### config.mk
export PLATFORM = sky130hd
export DESIGN_NAME = advtim_oc_bank
export DESIGN_NICKNAME = d
export VERILOG_FILES = /design/src/rtl/advtim_oc_bank.sv
export SDC_FILE = /design/constraint.sdc
export NUM_CORES = 1
export LEC_CHECK = 0
export CAP_MARGIN = 10
export CORE_MARGIN = 1
export CORE_UTILIZATION = 30
export CTS_CLUSTER_SIZE = 25
export DETAILED_ROUTE_END_ITERATION = 10
export PLACE_DENSITY_LB_ADDON = 0.3
export SLEW_MARGIN = 5
export SYNTH_ARGS = -nofsm -noshare
export SYNTH_HDL_FRONTEND = slang
export SYNTH_SLANG_ARGS = --single-unit
export TNS_END_PERCENT = 100
### constraint.sdc
create_clock -name pe_gen_clk -period 3.2 [get_ports pe_gen_clk]
set_clock_uncertainty 0.15 [all_clocks]
set_input_delay 0.96 -clock pe_gen_clk [delete_from_list [all_inputs] [get_ports pe_gen_clk]]
set_output_delay 0.96 -clock pe_gen_clk [all_outputs]
set_load 0.005 [all_outputs]
### src/rtl/advtim_oc_bank.sv
// Output-compare bank for the advanced-timer PWM engine.
// Shadowed compares, edge match flags, sticky modes and ocref-clear.
module advtim_oc_bank #(
  parameter int NCH     = 6,
  parameter int CW      = 16,
  parameter int COMB_CH = 4
) (
  input  logic              pe_gen_clk,
  input  logic              pe_gen_rst,
  input  logic              timing_enable,
  input  logic [CW-1:0]     arr_cnt,
  input  logic              dir,
  input  logic              update_evt,
  input  logic              oc_clr,
  input  logic [NCH*CW-1:0] r_cc,
  input  logic [NCH*4-1:0]  r_ocm,
  input  logic [NCH-1:0]    r_ocpe,
  input  logic [NCH-1:0]    r_occe,
  input  logic [NCH-1:0]    r_comb,
  output logic [NCH-1:0]    ocrefc,
  output logic [NCH-1:0]    occombref,
  output logic [NCH-1:0]    cc_match
);

  logic [CW-1:0]  r_cc_act [NCH];
  logic [NCH-1:0] r_eq_d;
  logic [NCH-1:0] r_clr_lat;
  logic [NCH-1:0] r_ocref;
  logic [NCH-1:0] r_match;

  logic [NCH-1:0] w_eq;
  logic [NCH-1:0] w_ge;
  logic [NCH-1:0] w_lt;
  logic [NCH-1:0] w_rise;
  logic [NCH-1:0] w_clr;
  logic [NCH-1:0] w_clr_nxt;
  logic [NCH-1:0] w_ref_nxt;
  logic           w_gate;

  always_comb begin
    w_eq = '0;
    w_ge = '0;
    w_lt = '0;
    for (int i = 0; i < NCH; i++) begin
      w_eq[i] = (arr_cnt == r_cc_act[i]);
      w_ge[i] = (arr_cnt >= r_cc_act[i]);
      w_lt[i] = (arr_cnt <  r_cc_act[i]);
    end
  end

  always_comb begin
    w_rise    = '0;
    w_clr     = '0;
    w_clr_nxt = '0;
    w_ref_nxt = '0;
    for (int i = 0; i < NCH; i++) begin
      int         p;
      int         e;
      int         o;
      logic [3:0] m;
      logic       v;
      p = i ^ 1;
      e = i - (i % 2);
      o = e + 1;
      m = r_ocm[i*4 +: 4];
      v = 1'b0;
      w_rise[i] = w_eq[i] & ~r_eq_d[i];
      // A clear request blanks the output in the same cycle it arrives
      w_clr[i]  = r_clr_lat[i] | (oc_clr & r_occe[i]);
      if (oc_clr & r_occe[i])
        w_clr_nxt[i] = 1'b1;
      else if (update_evt & ~oc_clr)
        w_clr_nxt[i] = 1'b0;
      else
        w_clr_nxt[i] = r_clr_lat[i];
      unique case (m)
        4'h0:    v = r_ocref[i];
        4'h1:    v = w_rise[i] ? 1'b1 : r_ocref[i];
        4'h2:    v = w_rise[i] ? 1'b0 : r_ocref[i];
        4'h3:    v = w_rise[i] ? ~r_ocref[i] : r_ocref[i];
        4'h4:    v = 1'b1;
        4'h5:    v = 1'b0;
        4'h6:    v = w_ge[i];
        4'h7:    v = w_lt[i];
        4'hc:    v = w_ge[i] | w_ge[p];
        4'hd:    v = w_lt[i] & w_lt[p];
        4'he:    v = dir ? w_ge[o] : w_ge[e];
        4'hf:    v = dir ? w_lt[o] : w_lt[e];
        default: v = 1'b0;
      endcase
      w_ref_nxt[i] = timing_enable & ~w_clr[i] & v;
    end
  end

  always_ff @(posedge pe_gen_clk) begin
    if (pe_gen_rst) begin
      for (int i = 0; i < NCH; i++)
        r_cc_act[i] <= '0;
      r_eq_d    <= '0;
      r_clr_lat <= '0;
      r_ocref   <= '0;
      r_match   <= '0;
    end else begin
      for (int i = 0; i < NCH; i++)
        if (!r_ocpe[i] || update_evt)
          r_cc_act[i] <= r_cc[i*CW +: CW];
      r_eq_d    <= timing_enable ? w_eq : '0;
      r_match   <= w_rise & {NCH{timing_enable}};
      r_ocref   <= w_ref_nxt;
      r_clr_lat <= w_clr_nxt;
    end
  end

  assign w_gate    = r_ocref[COMB_CH];
  assign ocrefc    = r_ocref;
  assign cc_match  = r_match;
  assign occombref = r_ocref & (~r_comb | {NCH{w_gate}});

endmodule

=== After elaboration in Yosys (flattened, before gate mapping) ===
Memories as Yosys holds them, arrays and structs flattened.
Cells that the tools add are included.

* Input bits: 160
* Memories kept: 1
* Register bits after elaboration: 24
* Latch bits: 0
* Word-level logic and storage cells: 243
* RAM bits: 96
* ROM bits: 0

* Muxes and demuxes: 63
* Div/mod/pow operators: 0
* Shift-type cells: 0
* Add/subtract/negate cells: 0
* Eq/ne operators: 66
* Reduce and logical (&&, ||, !) cells: 25
* Bitwise operators: 67
* $mul: 0
* $lt $le $gt $ge: 12

{| class="wikitable"
|+ Memories
! name !! words !! bits a word !! read ports !! clocked after Yosys merged registers in !! write ports !! RTL line !! text
|-
| r_cc_act || 6 || 16 || 6 || 0 || 6 || 25 || <nowiki>logic [CW-1:0] r_cc_act [NCH];</nowiki>
|}

{| class="wikitable"
|+ Operators by type and width
! cell !! number
|-
| 16-bit == test || 6
|-
| 4-bit == test (second input constant) || 24
|-
| 16-bit >= comparator || 6
|-
| 16-bit < comparator || 6
|-
| 16-bit 2-to-1 mux || 6
|-
| 4-bit by 3-bit == test with 1-bit output (second input constant) || 18
|-
| 1-bit case mux with 11 select lines || 6
|-
| 1-bit 2-to-1 mux || 51
|-
| 4-bit by 2-bit == test with 1-bit output (second input constant) || 12
|-
| 1-bit AND || 28
|-
| 4-bit by 1-bit == test with 1-bit output (second input constant) || 6
|-
| 4-bit zero test || 6
|-
| 1-bit NOT || 20
|-
| 1-bit OR || 15
|-
| 6-bit AND || 2
|-
| 2-bit nonzero test || 6
|-
| 1-bit zero test || 6
|-
| 1-bit logical OR || 6
|-
| 6-bit NOT || 1
|-
| 6-bit OR || 1
|-
| 2-bit OR reduction || 1
|}

=== Logic depth before layout (Yosys ltp) ===
Gate-level depths: netlist of run 1.

* Depth after elaboration: 6
* Depth in mapped cells: 13

=== Worst setup path before layout of run 1 ===
Ideal clock, no wire load.

* Path kind: in2reg
* Start point: in arr_cnt[13]
* End point: reg r_ocref[3], in the netlist ocrefc[3]
* Data required time: 2.924 ns
* Library setup time: 0.126 ns
* Path slack: -0.304 ns
* Stages on the path: 11
* Buffers on the path: 0
* Arrival time: 3.228 ns
* Cell sequence: ha_1 nand4_1 or4_1 or2_2 ha_1 mux2i_1 nor2_1 a21oi_1 o22ai_1 a211oi_1 a31oi_1

* Word-level cells in the longest chain between the ends: 5
* Elaborated cells on any way between the ends: 15
* Those cells by class: 4 x order compare; 1 x eq/ne; 6 x mux; 4 x bitwise

{| class="wikitable"
|+ Ends and longest elaborated chain
! what !! RTL line !! text
|-
| start, declared || 11 || <nowiki>input logic [CW-1:0] arr_cnt,</nowiki>
|-
| branches (longest 3 deep; another with 16-bit < comparator) || - ||
|-
| 1-bit case mux with 11 select lines (*) || 76 || <nowiki>unique case (m)</nowiki>
|-
| 1-bit AND (*) || 91 || <nowiki>w_ref_nxt[i] = timing_enable & ~w_clr[i] & v;</nowiki>
|-
| end signal, assigned || 109 || <nowiki>r_ocref <= w_ref_nxt;</nowiki>
|-
| end, declared || 28 || <nowiki>logic [NCH-1:0] r_ocref;</nowiki>
|}

Mark *: on every way between the ends.
A chain may end at the register's enable or synchronous reset.

=== Worst setup path in the final report of run 1 ===
* Start point: in arr_cnt[12]
* End point: reg r_ocref[3], in the netlist ocrefc[3]

The elaborated chain is that of the path after synthesis.

==> flow_summary_export.csv, run 1 <==
group,metric,value,unit
power,pwr_density_cell,404,nW/µm²
yosys,post_synthesis_register_bit_count,120,
timing,final.min_clock_period,3.19,ns
timing,clock.fmax,314,MHz
routing,postRouteWirelength,23.9,mm
yosys,post_synthesis_xor_xnor_area_fraction,0,%
placement,place.port_buffers,176,
yosys,netlist_area,7950,µm²
cts,clk_latency,0.42,ns
cts,root_buf_cell,"sky130_fd_sc_hd__clkbuf_16",
cts,tritoncts.num_buffers,17,
global_routing,grt_antenna_before_repair,1,
routing,routed_wire_length_per_instance,16.7,µm
setup_path,r2r_end,"ocrefc[3]",
routing,drtIter0Drc,455,
cts,hold_fix_buffers_cts,0,
yosys,asyncSetResetFlopFracSynth,0,%
setup_path,ff2ff_path_depth,12,
yosys,synth_top_area_cell,"sky130_fd_sc_hd__edfxtp_1",
yosys,syn-num-nets,1051,
run,max_cap_viol_count,0,
min_path,hold_class,"flip-flop to flip-flop",
cts,tritoncts,"done",
cts,maximum_clock_path_buffer_count,2,
cts,number_of_sinks_on_the_clock_net,120,
global_routing,grt_max_degree,17,
global_routing,grt.overflow.total,0,
yosys,synth_top_family_by_area,"simple AND/OR/NAND/NOR gates",
finish,finish.net_count,1354,
finish,syn2layout_area_growth,56.8,%
run_status,outcome,"finished, final reports clean",
yosys,area_share_of_the_largest_cell_type_after_synthesis,36.2,%
routing,detail_route.first_pass.iterations,5,
yosys,postSynthCellCount,783,
timing,finalSetupViolations,0,
yosys,number_of_enable_flip_flop_cells_after_synthesis,96,
timing,final.setup.worst_slack,0.0149,ns
yosys,synthAdderAreaFrac,17.0,%
timing,slew_viol_final,0,
setup_path,category_of_the_critical_setup_timing_path,"primary input to flip-flop",
global_routing,grt_pass1_wl,35.9,mm
die,row_count,59,
yosys,count_leader_synth,"sky130_fd_sc_hd__ha_1",
die,die_w,165,µm
timing,final.period_utilization,99.5,%
yosys,synth_cell_type_count,69,
finish,layout.cells.non_filler,1434,
routing,drt.antenna.violating_nets,0,
min_path,hold_path.startpoint,"r_clr_lat[5]",
power,vdd_drop_max,241,µV
timing,worst_slew_pin_slew,1.04,ns
die,die_h,165,µm
timing,max_slew_margin,30.4,%
yosys,synthesis.area_per_instance,10.2,µm²
yosys,predominant_post_synthesis_flop_cell,"sky130_fd_sc_hd__edfxtp_1",
cts,worst_setup_hold_path_clk_slew,0.05,ns
global_routing,global_route.usage.total,17.7,%
routing,drc,0,
placement,numPlacedInstances,1385,
finish,final_design_area_no_fill,12500,µm²
yosys,yosys-top-cells-area,"sky130_fd_sc_hd__edfxtp_1 (36%), sky130_fd_sc_hd__ha_1 (17%), sky130_fd_sc_hd__and2_1 (7.8%)",
yosys,compound_cell_area_share_of_the_yosys_netlist,13.9,%
placement,dpl-instance-area,11000,µm²
timing,hold_slack,0.350,ns
placement,dpl_worst_slack,-0.970,ns
setup_path,arrival,3.33,ns
yosys,yosys.area_share.simple,19.6,%
placement,place.detailed.hpwl,17.9,mm
yosys,post_synth_mux_area_share,1.43,%
setup_path,worst_r2r_startpoint,"r_cc_act[3][2]",
setup_path,setup.reg_to_reg.worst_slack,0.36,ns
setup_path,setup.worst_path.end_class,"flip-flop",
yosys,synth.yosys.seq_area_share,42.3,%
routing,route.vias.total,6928,
die,core_footprint,26100,µm²
die,initial_core_util,30.5,%
timing,setup-tns-final,0,ns
timing,hold_violations,0,
yosys,most_frequent_cells_after_synthesis,"sky130_fd_sc_hd__ha_1 (108), sky130_fd_sc_hd__inv_1 (105), sky130_fd_sc_hd__and2_1 (99)",
min_path,worstHoldPathCells,2,
global_routing,first_global_vias,6851,
die,num_io_pins,178,
power,leak_pwr,4.93,nW
timing,unrepaired_setup_endpoints_after_global_routing,"yes",
finish,share_of_cells_above_drive_strength_1,23.9,%
min_path,min_to,"r_clr_lat[5]",
cts,clock_tree.htree_level_count,4,
routing,via_count_normalized_by_instance_count,4.83,
yosys,ys_warn_count,0,
setup_path,timing.critical_path.required,3.34,ns
die,die_area,27200,µm²
setup_path,crit_fanout,6,
placement,globalplace.congestion,0.834,
setup_path,startpoint_type,"primary input",
per-stage QoR:
step,total power [mW],utilization [%]
2_1_floorplan,2.37,-
3_3_place_gp,2.91,42.2
3_5_place_dp,2.93,42.2
4_1_cts,5.02,47.2
5_1_grt,5.26,47.9
6_report,5.04,47.9
routing by layer:
layer,up-vias,routed length (µm),GRT usage [%]
met3,32,1240,3.31
met1,3226,10900,23.1
li1,3459,-,-
met5,-,0,0
met2,211,11300,29.3
met4,0,444,6.30
repair_timing:
action / in CTS / in global routing
pin swaps: 60 / 30
resized for setup: 141 / 49
endpoints found under the setup margin: 6 / 8
setup buffers: 23 / 5
power by group:
group / internal [mW] / switching [mW]
sequential: 1.80 / 0.0350
combinational: 0.645 / 0.573
clock: 1.23 / 0.753
total: 3.68 / 1.36
layout by cell type, fill, tap and decap left out, drive strengths merged, types with 4 or more instances in the layout:
cell and count:
nor3 7, a2111oi 7, edfxtp 96, nor4 9, a311oi 4, nand2b 8, nand3 14, o21ai 24
nor2 35, a21o 4, a31oi 6, inv 107, nand3b 4, clkdlybuf4s50 159, o22ai 4, clkinv 8
mux2i 8, buf 140, clkbuf 17, dfxtp 24, o211ai 9, nor2b 10, and2 99, a21oi 57
nand4 27, and4 4, nand2 29, o311ai 4, a211oi 7, ha 108, o31ai 4
cell families after synthesis:
| logic type | after synthesis |
|---|---|
| simple gates | 261 |
| compound gates | 161 |
| buf+inv | 122 |
| flops | 120 |
| fa+ha+maj | 108 |
| mux | 11 |
layout make-up:
| type | instances | area (µm²) |
|---|---|---|
| tap | 335 | 419 |
| fill | 2389 | 13600 |
| clock inverter | 14 | 175 |
| inverter | 106 | 398 |
| multi-input combinational | 541 | 4890 |
| sequential | 120 | 3360 |
| timing repair buffer | 300 | 2790 |
| antenna | 1 | 2.50 |
| clock buffer | 17 | 425 |
worst max-delay path by stage:
| stage | from | end | slack [ns] | cells past startpoint |
|---|---|---|---|---|
| 5_1_grt | arr_cnt[12] | ocrefc[3] | -0.10 | 13 |
| 3_3_place_gp | arr_cnt[3] | ocrefc[3] | -0.99 | 12 |
| 6_report | arr_cnt[12] | ocrefc[3] | 0.01 | 13 |
| 4_1_cts | arr_cnt[11] | ocrefc[1] | -0.07 | 13 |
| 2_1_floorplan | arr_cnt[8] | ocrefc[3] | -0.19 | 11 |
| 3_5_place_dp | arr_cnt[3] | ocrefc[3] | -0.97 | 12 |
critical path: stages:
cell and delay [ns]:
sky130_fd_sc_hd__buf_6 0.09, sky130_fd_sc_hd__buf_12 0.14, sky130_fd_sc_hd__ha_4 0.25, sky130_fd_sc_hd__nand4_1 0.13, sky130_fd_sc_hd__or4_4 0.56, sky130_fd_sc_hd__or2_4 0.28
sky130_fd_sc_hd__ha_4 0.23, sky130_fd_sc_hd__mux2i_1 0.12, sky130_fd_sc_hd__nor2_1 0.05, sky130_fd_sc_hd__a21oi_1 0.14, sky130_fd_sc_hd__o22ai_1 0.09, sky130_fd_sc_hd__a211oi_2 0.15
sky130_fd_sc_hd__a31oi_1 0.10
state kept, by name (all words and copies together), names as in the netlist:
register,count
r_cc_act,96
cc_match,6
ocrefc,6
r_clr_lat,6
r_eq_d,6
No activity file was read; power rests on OpenSTA's default activity.
==> run 2, diff against run 1 <==
--- a/config.mk
+++ b/config.mk
@@ -6,7 +6,6 @@
 export NUM_CORES = 1
 export LEC_CHECK = 0
 export CAP_MARGIN = 10
-export CORE_MARGIN = 1
 export CORE_UTILIZATION = 30
 export CTS_CLUSTER_SIZE = 25
 export DETAILED_ROUTE_END_ITERATION = 10
==> results of run 2 <==
Same layout as run 1: the final DEF is identical, and so are final timing and power.
